===== config.mk =====
export PLATFORM = sky130hd
export DESIGN_NAME = markov_note_generator
export DESIGN_NICKNAME = d
export VERILOG_FILES = /design/src/rtl/markov_note_generator_pkg.sv /design/src/rtl/markov_note_generator_lfsr16.sv /design/src/rtl/markov_note_generator.sv
export SDC_FILE = /design/constraint.sdc
export NUM_CORES = 1
export LEC_CHECK = 0
export BUFFER_PORTS_ARGS = -buffer_cell sky130_fd_sc_hd__buf_2
export CORE_AREA = 2 2 672 674
export DETAILED_ROUTE_END_ITERATION = 10
export DIE_AREA = 0 0 674 676
export PLACE_DENSITY_LB_ADDON = 0.25
export SETUP_SLACK_MARGIN = 0.05
export SLEW_MARGIN = 30
export SYNTH_ARGS = -nofsm -noshare
export SYNTH_HDL_FRONTEND = slang
export SYNTH_SLANG_ARGS = --single-unit
export TNS_END_PERCENT = 20

===== constraint.sdc =====
create_clock -name clk -period 6.71 [get_ports clk]
set_input_delay 1.0065 -clock clk [delete_from_list [all_inputs] [get_ports clk]]
set_output_delay 1.0065 -clock clk [all_outputs]
set_load 0.1 [all_outputs]

===== src/rtl/markov_note_generator_pkg.sv =====
// markov_note_generator_pkg: table geometry, field extractors and FSM states shared with the merge stage
package markov_note_generator_pkg;
  localparam int NOTE_BIT_LEN     = 7;
  localparam int DELAY_BIT_LEN    = 8;
  localparam int SEQUENCE_LEN     = 3;
  localparam int SEQ_CNT_BIT_LEN  = 8;
  localparam int MARKOV_CHAIN_LEN = 16;
  localparam int ENTRIES = 2 * MARKOV_CHAIN_LEN;
  localparam int PAIR_W  = NOTE_BIT_LEN + DELAY_BIT_LEN;
  localparam int KEY_W   = (SEQUENCE_LEN - 1) * PAIR_W;
  localparam int ENTRY_W = SEQUENCE_LEN * PAIR_W + SEQ_CNT_BIT_LEN;
  localparam int IDX_W   = $clog2(ENTRIES);
  localparam int SUM_W   = SEQ_CNT_BIT_LEN + IDX_W;
  localparam logic [15:0] LFSR_INIT = 16'hACE1;

  typedef logic [ENTRY_W-1:0]         entry_t;
  typedef logic [PAIR_W-1:0]          pair_t;
  typedef logic [KEY_W-1:0]           key_t;
  typedef logic [SEQ_CNT_BIT_LEN-1:0] cnt_t;

  typedef enum logic [2:0] {IDLE, SEED, SUM, PICK, SELECT, EMIT, FINISH} state_e;

  function automatic cnt_t entry_count(input entry_t e);
    return e[SEQ_CNT_BIT_LEN-1:0];
  endfunction

  function automatic key_t entry_key(input entry_t e);
    return e[SEQ_CNT_BIT_LEN +: KEY_W];
  endfunction

  function automatic pair_t entry_succ(input entry_t e);
    return e[SEQ_CNT_BIT_LEN+KEY_W +: PAIR_W];
  endfunction

  // Oldest pair sits in the low bits, so dropping it is a right shift with the new pair on top.
  function automatic key_t hist_shift(input key_t h, input pair_t s);
    return KEY_W'({s, h} >> PAIR_W);
  endfunction
endpackage


===== src/rtl/markov_note_generator_lfsr16.sv =====
// markov_lfsr16: 16-bit Galois LFSR (x^16+x^14+x^13+x^11+1) with zero-seed substitution
module markov_lfsr16
  import markov_note_generator_pkg::*;
(
  input  logic        clk,
  input  logic        reset,
  input  logic        load,
  input  logic        advance,
  input  logic [15:0] seed,
  output logic [15:0] nxt
);
  logic [15:0] lfsr_q;

  assign nxt = {1'b0, lfsr_q[15:1]} ^ (lfsr_q[0] ? 16'hB400 : 16'h0000);

  always_ff @(posedge clk or negedge reset)
    if (!reset) lfsr_q <= LFSR_INIT;
    else if (load) lfsr_q <= (seed == '0) ? LFSR_INIT : seed;
    else if (advance) lfsr_q <= nxt;
endmodule


===== src/rtl/markov_note_generator.sv =====
// markov_note_generator: weighted random walk over a merged Markov chain table, one note per handshake
module markov_note_generator
  import markov_note_generator_pkg::*;
(
  input  logic                        clk,
  input  logic                        reset,
  input  logic                        start,
  input  logic [15:0]                 seed,
  input  logic [15:0]                 num_notes,
  input  logic [ENTRIES*ENTRY_W-1:0]  markov,
  output logic [NOTE_BIT_LEN-1:0]     note_out,
  output logic [DELAY_BIT_LEN-1:0]    delay_out,
  output logic                        note_valid,
  input  logic                        note_ready,
  output logic                        dead_end,
  output logic                        busy,
  output logic                        done
);
  state_e             state_q, state_d;
  key_t               hist_q, hist_d;
  logic [IDX_W-1:0]   idx_q, idx_d;
  logic [SUM_W-1:0]   total_q, total_d, acc_q, acc_d, r_q, r_d;
  logic [15:0]        rem_q, rem_d, lfsr_nxt;
  pair_t              out_q, out_d;
  logic               valid_q, valid_d, dead_q, dead_d;
  entry_t             ent;
  logic               hit;
  logic [SUM_W-1:0]   tot_n, acc_n, r_n;

  markov_lfsr16 u_lfsr (
    .clk(clk), .reset(reset), .load(state_q == IDLE && start),
    .advance(state_q == PICK), .seed(seed), .nxt(lfsr_nxt)
  );

  assign ent   = markov[int'(idx_q)*ENTRY_W +: ENTRY_W];
  assign hit   = entry_count(ent) != '0 && entry_key(ent) == hist_q;
  assign tot_n = total_q + (hit ? SUM_W'(entry_count(ent)) : '0);
  assign acc_n = acc_q + (hit ? SUM_W'(entry_count(ent)) : '0);
  // Scaling the LFSR draw by total keeps r strictly below total.
  assign r_n   = SUM_W'(({{SUM_W{1'b0}}, lfsr_nxt} * {16'b0, total_q}) >> 16);

  always_comb begin
    state_d = state_q;
    hist_d  = hist_q;
    idx_d   = idx_q;
    total_d = total_q;
    acc_d   = acc_q;
    r_d     = r_q;
    rem_d   = rem_q;
    out_d   = out_q;
    valid_d = valid_q;
    dead_d  = 1'b0;
    case (state_q)
      IDLE: if (start) begin
        rem_d   = num_notes;
        state_d = SEED;
      end
      SEED: begin
        hist_d  = entry_key(markov[ENTRY_W-1:0]);
        idx_d   = '0;
        total_d = '0;
        state_d = (entry_count(markov[ENTRY_W-1:0]) == '0 || rem_q == '0) ? FINISH : SUM;
      end
      SUM: begin
        total_d = tot_n;
        idx_d   = idx_q + 1'b1;
        if (idx_q == IDX_W'(ENTRIES-1)) begin
          dead_d  = tot_n == '0;
          state_d = (tot_n == '0) ? SEED : PICK;
        end
      end
      PICK: begin
        r_d     = r_n;
        idx_d   = '0;
        acc_d   = '0;
        state_d = SELECT;
      end
      SELECT: begin
        acc_d = acc_n;
        idx_d = idx_q + 1'b1;
        if (hit && acc_n > r_q) begin
          out_d   = entry_succ(ent);
          valid_d = 1'b1;
          state_d = EMIT;
        end
      end
      EMIT: if (note_ready) begin
        valid_d = 1'b0;
        hist_d  = hist_shift(hist_q, out_q);
        rem_d   = rem_q - 16'd1;
        idx_d   = '0;
        total_d = '0;
        state_d = (rem_q == 16'd1) ? FINISH : SUM;
      end
      FINISH: state_d = IDLE;
      default: state_d = IDLE;
    endcase
  end

  always_ff @(posedge clk or negedge reset)
    if (!reset) begin
      state_q <= IDLE;
      hist_q  <= '0;
      idx_q   <= '0;
      total_q <= '0;
      acc_q   <= '0;
      r_q     <= '0;
      rem_q   <= '0;
      out_q   <= '0;
      valid_q <= 1'b0;
      dead_q  <= 1'b0;
    end else begin
      state_q <= state_d;
      hist_q  <= hist_d;
      idx_q   <= idx_d;
      total_q <= total_d;
      acc_q   <= acc_d;
      r_q     <= r_d;
      rem_q   <= rem_d;
      out_q   <= out_d;
      valid_q <= valid_d;
      dead_q  <= dead_d;
    end

  assign note_out   = out_q[PAIR_W-1:DELAY_BIT_LEN];
  assign delay_out  = out_q[DELAY_BIT_LEN-1:0];
  assign note_valid = valid_q;
  assign dead_end   = dead_q;
  assign busy       = state_q != IDLE && state_q != FINISH;
  assign done       = state_q == FINISH;
endmodule


# Yosys cells after proc, flatten, opt, wreduce, memory -nomap -nowiden
# Cells that the tools add are included.
[word_totals]
register_bits = 126
latchBits = 0
ramBits = 0
romBits = 0
inputBits = 1732
out_inout_bits = 19
elab_cells = 90
n_memories = 0
[op_classes]
n_addsub = 4
multipliers = 2
div_mod_pow = 0
magnitude_cmp = 1
eq_ne = 14
shifts = 1
muxes = 28
n_bitwise = 1
n_reduce_logical = 28
[ops]
columns = ["cell", "n"]
rows = [
  ["indexed part select 1696 x 12 -> 53 bit", 1],
  ["2-to-1 mux 16 bit", 6],
  ["one-hot mux 30 bit (2 select lines)", 1],
  ["one-hot mux 13 bit (3 select lines)", 1],
  ["zero test 16 bit", 2],
  ["one-hot mux 16 bit (2 select lines)", 1],
  ["== test 30 bit", 1],
  ["2-to-1 mux 30 bit", 1],
  ["multiplier 16 x 13 -> 29 bit", 1],
  ["one-hot mux 13 bit (2 select lines)", 1],
  ["2-to-1 mux 3 bit", 6],
  ["one-hot mux 3 bit (6 select lines)", 1],
  ["== test 16 x 1 -> 1 bit, second input constant", 1],
  ["subtractor 16 x 1 -> 16 bit, second input constant", 1],
  ["bitwise XOR 15 x 16 -> 16 bit", 1],
  ["one-hot mux 5 bit (3 select lines)", 1],
  ["adder 13 bit", 1],
  ["adder 13 x 8 -> 13 bit", 1],
  ["greater-than comparator 13 bit", 1],
  ["zero test 13 bit", 1],
  ["2-to-1 mux 13 bit", 1],
  ["multiplier 5 x 6 -> 11 bit, second input constant", 1],
  ["nonzero test 2 bit", 5],
  ["== test 3 bit, second input constant", 3],
  ["other kinds (21)", 38],
]

# Depth between registers and ports, before layout
[depth]
word_depth = 10
depth_mapped = 35
depth_no_buf = 29

# Cells and area by module
# A second synthesis with hierarchy kept.
[unflattened]
cells_unflattened = 2660
hier_area_um2 = 27871.7
[by_module_without_submodules]
columns = ["module", "instances", "cells_per_inst", "area_each_um2"]
rows = [
  ["markov_note_generator", 1, 2578, 26968.4],
  ["markov_lfsr16", 1, 82, 903.4],
]

# Worst setup path before layout
# Ideal clock, no wire load.
[synth_path]
path_type = "in2reg"
start = "input port markov[1665]"
end = "register out_q[10]"
arrival_ns = 6.823
path_slack_ns = -0.250
stages = 30
path_cell_list = "mux4_2 -> and2_1 -> a2111oi_0 -> or4_1 -> nand4_1 -> a2111o_1 -> nor4_2 -> nand2_1 -> nor3_1 -> ha_1 -> a21o_1 -> a21o_1 -> a32oi_1 -> o31ai_2 -> a21oi_1 -> o21bai_1 -> xor2_1 -> ha_1 -> a21o_1 -> a21oi_1 -> nor2b_1 -> o21ai_0 -> o21ai_0 -> o21a_1 -> o21a_1 -> o32ai_1 -> nor3_1 -> clkbuf_1 -> nor2_1 -> a21oi_1"
[synth_via]
elab_chain_cells = 8
elab_cells_between_ends = 9
classes_between = "add/sub: 1; order compare: 1; eq/ne: 1; shift: 1; mux: 1; reduce/logical: 4"
[synth_lines]
columns = ["item", "line", "text"]
rows = [
  ["start: declaration", "markov_note_generator.sv:10", "input logic [ENTRIES*ENTRY_W-1:0] markov,"],
  ["indexed part select 1696 x 12 -> 53 bit *", "markov_note_generator.sv:35", "assign ent = markov[int'(idx_q)*ENTRY_W +: ENTRY_W];"],
  ["== test 30 bit or nonzero test 8 bit (tied branches)", "markov_note_generator.sv:36", "assign hit = entry_count(ent) != '0 && entry_key(ent) == hist_q;"],
  ["logical AND 1 bit", "markov_note_generator.sv:36", ""],
  ["2-to-1 mux 8 bit", "markov_note_generator.sv:38", "assign acc_n = acc_q + (hit ? SUM_W'(entry_count(ent)) : '0);"],
  ["adder 13 x 8 -> 13 bit", "markov_note_generator.sv:38", ""],
  ["greater-than comparator 13 bit", "markov_note_generator.sv:81", "if (hit && acc_n > r_q) begin"],
  ["logical AND 1 bit", "markov_note_generator.sv:81", ""],
  ["AND reduction 2 bit (no line)", "n/a", ""],
  ["end signal: assignment", "markov_note_generator.sv:120", "out_q <= out_d;"],
  ["end: declaration", "markov_note_generator.sv:24", "pair_t out_q, out_d;"],
]
# Mark *: on every way between the ends. The rest lies on a longest branch, timed or not.
# A chain may end at the register's enable or synchronous reset.

# Final worst setup path
[layout_path]
start = "register idx_q[0]"
end = "register out_q[14]"
[layout_via]
elab_chain_cells = 9
elab_cells_between_ends = 10
classes_between = "add/sub: 1; mul: 1; order compare: 1; eq/ne: 1; shift: 1; mux: 1; reduce/logical: 4"
[layout_lines]
columns = ["item", "line", "text"]
rows = [
  ["start: declaration", "markov_note_generator.sv:21", "logic [IDX_W-1:0] idx_q, idx_d;"],
  ["start signal: assignment", "markov_note_generator.sv:115", "idx_q <= idx_d;"],
  ["multiplier 5 x 6 -> 11 bit *", "markov_note_generator.sv:35", ""],
  ["indexed part select 1696 x 12 -> 53 bit *", "markov_note_generator.sv:35", ""],
  ["== test 30 bit or nonzero test 8 bit (tied branches)", "markov_note_generator.sv:36", ""],
  ["logical AND 1 bit", "markov_note_generator.sv:36", ""],
  ["2-to-1 mux 8 bit", "markov_note_generator.sv:38", ""],
  ["adder 13 x 8 -> 13 bit", "markov_note_generator.sv:38", ""],
  ["greater-than comparator 13 bit", "markov_note_generator.sv:81", ""],
  ["logical AND 1 bit", "markov_note_generator.sv:81", ""],
  ["AND reduction 2 bit (no line)", "n/a", ""],
]
# Marked as above.

==> metrics <==
CTS tree done; Final Hold Viols 0; Worst-path clk slew 70 ps; Fmax around 0.14 GHz; endpoints failing setup 18; first-pass GRT wire length about 450 mm; area of the core 447800 um2; vias per inst between 3 and 4; Via Count between 30000 and 40000; Setup Skew around 36 ps; max incr delay on CP roughly 550 ps; P_leak between 20 and 25 nW; Worst EP arrival 7780 ps; maxcap violations 0; Nets ~6800; Setup crit start kind flip-flop; EDFF count, synth 0; Mapped Cells roughly 2700; syn avg cell area ~10 um2; Hold Path Class in -> async; post-route setup slack -648.9 ps; Syn Nets approximately 4700; main flop type after synthesis dfrtp_1; vias in the first global route roughly 36000; Boundary Pins roughly 1800; grt ovf 0; drt initial violations 2259; status finished, violations left; antenna violations before repair between 300 and 400; Die W a little under 700 um; Slowest cell on crit path a2111o_1; Pwr Density roughly 270 nW/um2; Placement Cell Area 48250 um2; Pre-Repair DR Iteration Count 5; Max Transition Viols Final 0; Worst Tran Pin Value roughly 900 ps; worst-path fanout max 8; relative slew slack about 40%; Mapped Area between 20000 and 30000 um2; reg2reg end out_q[14]; # port buffers between 1500 and 2000; Avg WL per Cell about 34 um; peak supply drop between 0.15 and 0.2 mV; CTS buffer count 25; Total Wirelength roughly 370 mm; largest net degree at the start of global routing between 50 and 60; Die Y-Extent about 680 um; root buffer cell clkbuf_16; Overall Power ~14 mW; fill cell count between 50000 and 60000; failing checks negative setup slack; Die ar. between 400000 and 500000 um2; most frequent cells in the layout buf_2 (1749), buf_4 (485), mux4_2 (376); Tcrit/Tclk final 109.7%; Crit. End Element flip-flop; gr usage total 15.66%; DP Wirelength between 300 and 400 mm; Worst Reg-to-Reg Cells 37; Setup CP Type reg -> reg; worst r2r src idx_q[0]; Clk Latency, worst-skew pair ~580 ps; total clock sinks 126; DR DRC count 0; r2r setup slk -650 ps; ys async rst share between 90% and 100%; Clock Tree Buf Depth 3; Ys Warns 0; Starting Density roughly 6%; layout cells sized above 1 ~60%; min Tclk post-route roughly 7400 ps; CTS H-tree lvls 4; Yosys reg bits roughly 130; post-synthesis cell type count 90; Site Rows between 200 and 250; Detail Route Antenna Nets 0; synth-to-layout area growth 85.53%; design area a little over 50000 um2; RSZ-0062 raised after global routing true; placer congestion estimate ~1; Worst EP required 7130 ps; sequential share of the synthesized area ~11%; most common cell after layout, fill and taps aside buf_2
==> per-layer routing <==
layer	vias up	global-route usage (%)	share of wire, %
li1	14837	-	-
met1	17489	18.76	40
met2	1742	27.59	50
met3	621	4.165	6.6
met4	122	3.888	3.2
met5	-	0	0.20
==> registers in the layout (all words and copies together), names as in the netlist, 3 cells and up <==
register	count
acc_q	13
hist_q	30
idx_q	5
out_q	15
r_q	13
rem_q	16
state_q	3
total_q	13
u_lfsr.lfsr_q	16
==> cell type report <==
cell class / count / area, um2 / area share (%)
Clock buffer: 31 / 678.2 / 1.322
Sequential cell: 126 / 3183 / 6.205
Tap cell: 5952 / 7447 / 14.52
Timing Repair Buffer: 2369 / 15040 / 29.32
Multi-Input combinational cell: 2121 / 23750 / 46.29
Inverter: 198 / 755.7 / 1.473
Clock inverter: 2 / 12.51 / 0.02439
Antenna cell: 173 / 432.9 / 0.8439
==> worst max-delay path: cells and delay by family, from the launching register on <==
family                     cells  cell delay [ps]
AOI/OAI and AO/OA             17             2940
muxes                          1              420
and+or+nand+nor                7              930
DFF                            1              520
xor gates and xnor gates       2              520
adders and majority gates      2              530
buffers and inverters          8             1290
==> cell usage after synthesis (71+ instances only) <==
cell,number,area share (%)
dfrtp_1,118,11
a21oi_1,71,1.3
fa_1,155,11
mux4_2,376,31
clkbuf_1,128,1.7
nand2_1,290,3.9
nor2_1,92,1.2
inv_1,195,2.6
and2_1,89,2.0
ha_1,101,4.6
mux2i_1,226,8.2
o21ai_0,100,1.8
==> through the flow <==
stage          setup TNS (ps)  instances  hold WS (ps)  setup WS, ps  util (%)
3_5_place_dp           -25940      10696         464.8         -1518     10.77
2_1_floorplan               0       2680         443.3         52.99         -
6_report               -10200      10972         434.5        -648.9     11.46
5_1_grt                -15240      10915         439.2        -915.6     11.42
4_1_cts                -11400      10774         435.4        -714.3     11.22
3_3_place_gp           -36340      10696         462.2         -1976     10.77
==> power breakdown <==
part	switching, mW	internal [mW]	leakage, nW
Clock	0.545	0.703	0.338
Combinational	6.13	4.86	19.5
Sequential	0.400	0.996	1.62
==> cells by family (layout without fill, tap and decap cells) <==
family | after synthesis | after routing | share of synthesized area [%]
AOI/OAI and AO/OA | 498 | 498 | 12.44
xor gates and xnor gates | 54 | 54 | 1.710
adders and majority gates | 256 | 256 | 15.79
buffers and inverters | 433 | 2600 | 6.747
DFF | 126 | 126 | 11.44
muxes | 621 | 621 | 39.59
other | 0 | 173 | 0
and+or+nand+nor | 692 | 692 | 12.28
==> repair_timing <==
item                                    in CTS  in global routing
cloned                                       5                  3
endpoints found under the setup margin      23                 19
pin swaps                                   47                 35
setup buffers                               41                 24
hold buffers                                 0                  0
resized for setup                          167                 68
==> worst max path at each step <==
stage	cells after the start	slack, ps	endpoint	start
after floorplan	30	50	out_q[10]	markov[1665]
after global placement	31	-1980	out_q[8]	idx_q[1]
after detailed placement	31	-1520	out_q[8]	idx_q[0]
after CTS	38	-710	out_q[1]	idx_q[1]
after global routing	38	-920	out_q[14]	idx_q[0]
final	37	-650	out_q[14]	idx_q[0]
Power figures use the tool's default switching activity.
